**config.mk**
```make
export PLATFORM = sky130hd
export DESIGN_NAME = drum_step_sequencer
export DESIGN_NICKNAME = d
export VERILOG_FILES = /design/src/rtl/drum_step_sequencer.sv
export SDC_FILE = /design/constraint.sdc
export NUM_CORES = 1
export LEC_CHECK = 0
export CAP_MARGIN = 20
export CORE_MARGIN = 4
export CORE_UTILIZATION = 60
export CTS_BUF_LIST = sky130_fd_sc_hd__clkbuf_8
export DETAILED_ROUTE_END_ITERATION = 16
export PLACE_DENSITY = 0.82
export SLEW_MARGIN = 20
export SYNTH_ARGS = -nofsm -noshare
export SYNTH_HDL_FRONTEND = slang
export SYNTH_SLANG_ARGS = --single-unit
export TNS_END_PERCENT = 30
```
**constraint.sdc**
```tcl
create_clock -name clk -period 8.4 [get_ports clk]
set_input_delay 0.84 -clock clk [delete_from_list [all_inputs] [get_ports clk]]
set_output_delay 0.84 -clock clk [all_outputs]
set_load 0.02 [all_outputs]
```
**src/rtl/drum_step_sequencer.sv**
```systemverilog
// Drum step sequencer: walks a 16-entry pattern at a programmable tempo, gating the
// tone/noise voices and loading the tone divider stop value. Option: DRUM_SEQ_SWING_EN.
module drum_step_sequencer #(
  parameter int unsigned STEPS       = 16,
  parameter int unsigned TEMPO_W     = 24,
  parameter int unsigned GATE_W      = 16,
  parameter int unsigned DIV_W       = 32,
  parameter int unsigned BASE_STOP   = 100,
  parameter int unsigned PITCH_SHIFT = 4
) (
  input  logic               clk,
  input  logic               reset,
  input  logic               run,
  input  logic [TEMPO_W-1:0] tempo_div,
  input  logic [GATE_W-1:0]  gate_len,
  input  logic               pat_we,
  input  logic [3:0]         pat_addr,
  input  logic [7:0]         pat_data,
  output logic [3:0]         step_idx,
  output logic               step_tick,
  output logic               tone_gate,
  output logic               noise_gate,
  output logic [DIV_W-1:0]   tone_stop,
  output logic               busy
`ifdef DRUM_SEQ_SWING_EN
  ,
  input  logic [TEMPO_W-1:0] swing_amt
`endif
);

  localparam int unsigned CNT_W = TEMPO_W + 1;
  localparam int unsigned CMP_W = (CNT_W > GATE_W) ? CNT_W : GATE_W;

  typedef enum logic [1:0] {
    S_IDLE,
    S_LOAD,
    S_PLAY
  } state_t;

  state_t             state;
  logic [7:0]         pattern [16];
  logic [CNT_W-1:0]   tcnt;
  logic [TEMPO_W-1:0] tempo_lat;
  logic [GATE_W-1:0]  gate_lat;
  logic               ent_tone;
  logic               ent_noise;

`ifdef DRUM_SEQ_SWING_EN
  logic [TEMPO_W-1:0] swing_lat;
`endif

  logic [CNT_W-1:0]   end_cnt;
  logic [CMP_W-1:0]   next_cnt;
  logic               next_in_gate;
  logic               load_in_gate;
  logic [7:0]         load_entry;
  logic [DIV_W-1:0]   load_stop;
  logic [3:0]         next_idx;

  always_comb begin
    end_cnt = {1'b0, tempo_lat};
`ifdef DRUM_SEQ_SWING_EN
    // Swing stretches odd steps; one extra bit keeps the sum from wrapping.
    if (step_idx[0]) end_cnt = {1'b0, tempo_lat} + {1'b0, swing_lat};
`endif
    next_cnt     = CMP_W'(tcnt) + CMP_W'(1);
    next_in_gate = next_cnt < CMP_W'(gate_lat);
    load_entry   = pattern[step_idx];
    load_in_gate = (gate_len != '0);
    load_stop    = DIV_W'(BASE_STOP) + (DIV_W'(load_entry[5:0]) << PITCH_SHIFT);
    next_idx     = (step_idx == 4'(STEPS - 1)) ? '0 : step_idx + 4'd1;
  end

  // Outputs are computed for the state being entered so they line up with tcnt.
  always_ff @(posedge clk or posedge reset) begin
    if (reset) begin
      state      <= S_IDLE;
      tcnt       <= '0;
      tempo_lat  <= '0;
      gate_lat   <= '0;
      ent_tone   <= 1'b0;
      ent_noise  <= 1'b0;
`ifdef DRUM_SEQ_SWING_EN
      swing_lat  <= '0;
`endif
      step_idx   <= '0;
      step_tick  <= 1'b0;
      tone_gate  <= 1'b0;
      noise_gate <= 1'b0;
      tone_stop  <= DIV_W'(BASE_STOP);
      busy       <= 1'b0;
      for (int unsigned i = 0; i < 16; i++) pattern[i] <= '0;
    end else begin
      if (pat_we) pattern[pat_addr] <= pat_data;

      case (state)
        S_IDLE: begin
          step_idx   <= '0;
          step_tick  <= 1'b0;
          tone_gate  <= 1'b0;
          noise_gate <= 1'b0;
          if (run) begin
            state <= S_LOAD;
            busy  <= 1'b1;
          end else begin
            busy  <= 1'b0;
          end
        end

        S_LOAD: begin
          ent_tone   <= load_entry[6];
          ent_noise  <= load_entry[7];
          tempo_lat  <= tempo_div;
          gate_lat   <= gate_len;
`ifdef DRUM_SEQ_SWING_EN
          swing_lat  <= swing_amt;
`endif
          tone_stop  <= load_stop;
          tcnt       <= '0;
          state      <= S_PLAY;
          busy       <= 1'b1;
          step_tick  <= 1'b1;
          tone_gate  <= load_entry[6] && load_in_gate;
          noise_gate <= load_entry[7] && load_in_gate;
        end

        S_PLAY: begin
          step_tick <= 1'b0;
          if (tcnt == end_cnt) begin
            tone_gate  <= 1'b0;
            noise_gate <= 1'b0;
            if (run) begin
              step_idx <= next_idx;
              state    <= S_LOAD;
              busy     <= 1'b1;
            end else begin
              step_idx <= '0;
              state    <= S_IDLE;
              busy     <= 1'b0;
            end
          end else begin
            tcnt       <= tcnt + CNT_W'(1);
            tone_gate  <= ent_tone && next_in_gate;
            noise_gate <= ent_noise && next_in_gate;
          end
        end

        default: begin
          state <= S_IDLE;
          busy  <= 1'b0;
        end
      endcase
    end
  end

endmodule

```
=== After elaboration in Yosys (flattened, before gate mapping) ===
Cells that the tools add are included.

* Flip-flop bits (word level): 237
* Word-level logic and storage cells: 83

* Add/subtract/negate cells: 3
* Magnitude comparators: 4
* Equal/unequal tests: 7
* Muxes and demuxes: 24
* Bitwise logic cells: 2
* Reductions and logical operators: 15

{| class="wikitable"
|+ Operator list
! kind !! number
|-
| 128-bit bitwise mux || 1
|-
| 25-bit one-hot mux with 2 select lines || 1
|-
| 8-bit binary-select mux with 4-bit select || 1
|-
| 8-bit demux with 4-bit select || 1
|-
| 25-bit by 1-bit adder with 25-bit output, second input constant || 1
|-
| 25-bit by 24-bit equality test with 1-bit output || 1
|-
| 25-bit by 16-bit < comparator with 1-bit output || 1
|-
| 25-bit two-way mux || 1
|-
| 8-bit two-way mux || 3
|-
| 16-bit nonzero test || 1
|-
| 4-bit two-way mux || 3
|-
| 7-bit by 10-bit adder with 11-bit output, first input constant || 1
|-
| 5-bit greater-or-equal comparator, second input constant || 2
|-
| 4-bit NOT with 5-bit output || 2
|-
| 1-bit one-hot mux with 3 select lines || 3
|-
| 4-bit one-hot mux with 2 select lines || 1
|-
| 2-bit inequality test, second input constant || 3
|-
| 2-bit one-hot mux with 3 select lines || 1
|-
| 2-bit AND reduction || 3
|-
| 2-bit nonzero test || 3
|-
| 1-bit logical AND || 5
|-
| 5-bit by 1-bit < comparator with 1-bit output, second input constant || 1
|-
| 1-bit two-way mux || 5
|-
| 4-bit by 1-bit adder with 4-bit output, second input constant || 1
|-
| 8 further kinds || 9
|}

=== Depth between registers and ports, before layout ===
* Word-level depth: 6
* Mapped depth: 12

=== Least setup slack after synthesis ===
OpenSTA, ideal clock, no wires.

* Kind: reg-to-reg
* Start point: register tcnt[0]
* End point: register noise_gate
* Library setup time: 0.066 ns
* Arrival time: 2.688 ns
* Path slack: 5.646 ns
* Stages on the path, launching flop included: 13
* Buffers on the path: 1
* Clock period less this slack: 2.754 ns
* Cells stage by stage: dfrtp_1 > ha_1 > nand3_2 > nand2b_1 > buf_4 > nor2_1 > xor2_1 > ha_1 > a2111oi_0 > o221a_2 > o41ai_1 > a2bb2oi_1 > a31o_1

* Longest elaborated chain between the ends: 5
* Elaborated cells between the ends (all ways): 6

{| class="wikitable"
|+ Ends and longest elaborated chain
! what !! line !! source
|-
| start, declared || 42 || <nowiki>logic [CNT_W-1:0] tcnt;</nowiki>
|-
| start signal, assigned || 142 || <nowiki>tcnt <= tcnt + CNT_W'(1);</nowiki>
|-
| 25-bit by 1-bit adder with 25-bit output || 66 || <nowiki>next_cnt = CMP_W'(tcnt) + CMP_W'(1);</nowiki>
|-
| 25-bit by 16-bit < comparator with 1-bit output || 67 || <nowiki>next_in_gate = next_cnt < CMP_W'(gate_lat);</nowiki>
|-
| 1-bit logical AND || 144 || <nowiki>noise_gate <= ent_noise && next_in_gate;</nowiki>
|-
| 1-bit two-way mux (*) || 129 || <nowiki>if (tcnt == end_cnt) begin</nowiki>
|-
| 1-bit one-hot mux with 3 select lines (*) || 96 || <nowiki>case (state)</nowiki>
|-
| end signal, assigned || 124 || <nowiki>noise_gate <= load_entry[7] && load_in_gate;</nowiki>
|-
| end signal, assigned || 144 ||
|-
| end, declared || 22 || <nowiki>output logic noise_gate,</nowiki>
|}

Every way passes the cells marked *; elsewhere a longest branch is shown, timed or not.
A chain may end at the register's enable or synchronous reset.

=== Worst setup path in the final report ===
* Start point: register step_idx[2]
* End point: register tone_stop[9]

* Longest elaborated chain between the ends: 5

{| class="wikitable"
|+ Ends and longest elaborated chain
! what !! line !! source
|-
| start, declared || 19 || <nowiki>output logic [3:0] step_idx,</nowiki>
|-
| start signal, assigned || 133 || <nowiki>step_idx <= next_idx;</nowiki>
|-
| 4-bit NOT with 5-bit output (not written as such) || 68 || <nowiki>load_entry = pattern[step_idx];</nowiki>
|-
| 8-bit binary-select mux with 4-bit select || 68 ||
|-
| 8-bit two-way mux (not written as such) (2 in series) || 68 ||
|-
| 7-bit by 10-bit adder with 11-bit output || 70 || <nowiki>load_stop = DIV_W'(BASE_STOP) + (DIV_W'(load_entry[5:0]) << PITCH_SHIFT);</nowiki>
|-
| end signal, assigned || 90 || <nowiki>tone_stop <= DIV_W'(BASE_STOP);</nowiki>
|-
| end signal, assigned || 118 || <nowiki>tone_stop <= load_stop;</nowiki>
|-
| end, declared || 23 || <nowiki>output logic [DIV_W-1:0] tone_stop,</nowiki>
|}

No other way between the ends. The select of a mux whose other input is x is not followed.

==> flow_summary.ini <==
[global_route]
grtUsageTotal_pct = 24.19
grt_pass1_vias = 7458
overflow = 0
grt_pass1_wl_mm = 38.99
antenna_found_initial = 0
grt_start_max_net_pins = 140

[power_and_ir_drop]
p_leak_nw = 5.391
p_per_area_mw_per_mm2 = 267.1
peakVddDrop_mv = 0.1632

[placed_design]
port_buffers = 70
place.gp.congestion = 0.8883
dpl.hpwl_mm = 16.54

[cts]
cts-root-buf = clkbuf_8
clk_pin_slew_worst_paths_ps = 60
cts_tree = yes
cts.path.max_buffers = 3
clkLatencyLatePin_ps = 540
postCtsHoldBufs = 0
cts_resized = 0
postCtsSetupRepairBufs = 0
htreeDepth = 2
cts_num_sinks = 212
cts_buffers = 36

[finish]
drive_above_1_share_pct = 27.59
diodes = 0
final_nets = 1027
area_growth_pct = 12.67

[yosys]
synthArstFlopShare_pct = 100.0
synth_edf_count = 0
ys_seq_elements = 212
ys_types = 66
syn_area_sq_mm = 0.01092
yosysMostFrequentCell = dfrtp_1
synth.top_cell.area_share_pct = 48.11
synthTopCellsByCount = 210 x dfrtp_1, 170 x mux2_2, 56 x nand2_1
synthCells = 891
syn_avg_cell_area_sq_um = 12.26
synthTopCellsByArea = dfrtp_1 48%, mux2_2 18%, mux4_2 4.5%, mux2i_1 2.7%, xor2_1 2.6%
ys_warn_count = 0
seq_area_frac_synth_pct = 48.59
synth_ff_type = dfrtp_1
yosys.area.top_type = dfrtp_1

[routing]
via_per_inst = 6.006
drt-initial-drc-count = 490
final_antenna_net_count = 0
drc = 0
wirelength_mm = 24.30
vias = 7231
drt-pass1-iter-count = 5
wl_per_cell_microns = 20.18

[die]
placeableCoreArea_sq_mm = 0.01796
dieWidth_microns = 142.9
die_area_sq_mm = 0.02043
io-pin-count = 96
die_y_microns = 142.9
start_util_pct = 60.81
core.rowCount = 49

[min_path]
hold_path_class = reg -> reg
hold_path.startpoint = pattern[80]

[timing]
fin_crit_ps = 3164
timing.fmax_mhz = 316.1
hold_violations = 0
tightest_slew_ps = 1094
hold_ws_ps = 501.5
slew_violations = 0
tns_ps = 0
period_share_pct = 37.66
finalSetupViolations = 0
rsz0062_at_grt = no
slew_headroom_pct = 26.77
skew_ps = 13.88

[setup_path]
critPathMaxFanout = 16
cp.arrival_ps = 3590
slowest_delay_ps = 930
critical_path.most_common_cell = a221o_1
worstReg2RegStart = step_idx[2]
critPathKind = reg -> reg
end_kind = flip-flop
crit_chain = nor2b_1 -> a221oi_1 -> a22oi_1 -> and2_1 -> ha_1 -> a221o_1 -> nor2_1 -> a221o_1
critPathTopFamily = simple AND/OR/NAND/NOR gates
critPathLaunchType = flip-flop
timing.critical_path.buf_inv = 0
worstPathRequired_ps = 8830
worst_path_max_delay_cell = nor2b_1
critPathLaunch = step_idx[2]

[status]
status = finished clean

[flow_run]
max_cap_violations = 0
cell usage in the layout (no fill, tap or decap), drive strengths merged, types with 4 or more instances in the layout:
cell,synthesis,routed
a221o,4,4
or2,4,4
or3,5,5
mux4,22,22
ha,22,22
nand3,14,14
nand2b,10,10
nand2,57,57
nor3,11,11
xnor2,8,8
a22o,10,10
a21o,7,7
mux2i,29,29
inv,24,39
clkdlybuf4s50,0,70
and2,5,5
a21oi,14,14
a22oi,5,5
a221oi,10,10
clkbuf,30,47
conb,2,25
nor2,29,29
mux2,172,172
nor4,11,11
and4,4,4
nor2b,4,4
nand4,7,7
xor2,33,33
dfrtp,210,210
o21ai,35,35
o21a,4,4
buf,49,6
through the flow:
step	utilization (%)	instance area, sq um	setup WS (ps)	instances	power, mW
global placement	64.46	11580	5324	1140	2.342
global route	68.51	12310	5035	1204	3.485
finish	68.51	12310	5236	1204	3.287
CTS	68.51	12310	5253	1204	3.315
detailed placement	64.46	11580	5264	1140	2.382
floorplan	-	11010	1769	914	2.114
where the power goes:
group	internal (mW)	leakage, nW	total (mW)	switching [mW]
Combinational	0.453	2.33	0.890	0.437
Clock	0.503	0.422	0.920	0.416
Sequential	1.31	2.64	1.48	0.172
final cells by class:
type,instances,area [sq um]
Sequential cell,212,5309
Clock buffer,47,646.9
Inverter,26,105.1
Clock inverter,17,81.33
Multi-Input combinational cell,597,5132
Fill cell,1341,5657
Tap cell,229,286.5
Timing Repair Buffer,76,745.7
flip-flops by register name, indices dropped and copies added (netlist names), 2 cells and up:
name	flops
pattern	128
tcnt	25
tempo_lat	24
gate_lat	16
tone_stop	7
step_idx	4
state	2
layer usage:
metal / vias to the layer above / share of wire [%] / global-route usage [%]
met5: - / 0 / 0
met4: 0 / 2.6 / 8.004
met3: 62 / 5.5 / 3.751
met2: 239 / 50 / 41.17
met1: 3640 / 41 / 31.99
li1: 3290 / - / -
cells by family (layout without fill, tap and decap cells):
kind of cell | count (synthesis) | after routing | share of synthesized area, %
multiplexers | 223 | 223 | 24.93
flip-flops | 212 | 212 | 48.59
AND/OR/NAND/NOR | 174 | 174 | 8.305
AO/OA/AOI/OAI | 112 | 112 | 7.068
buffers and inverters | 105 | 166 | 5.235
XOR/XNOR | 41 | 41 | 3.288
adder cells (fa/ha/maj) | 22 | 22 | 2.520
other | 2 | 25 | 0.06875
worst register-to-register path, stage by stage, from the launching register on:
cell and delay [ps]:
dfrtp_1 710, nor2b_1 930, a221oi_1 300, a22oi_1 300, and2_1 200, ha_1 190, a221o_1 130, nor2_1 50
a221o_1 250
worst paths after layout:
kind                       cells after the start  slack [ps]           end
min in group asynchronous                      2         930  gate_lat[10]
min reg2reg                                    1         500   pattern[80]
max                                            8        5240  tone_stop[9]
max in group asynchronous                      3        5990  pattern[112]
min                                            1         500   pattern[80]
max reg2reg                                    8        5240  tone_stop[9]
Power figures use the tool's default switching activity.
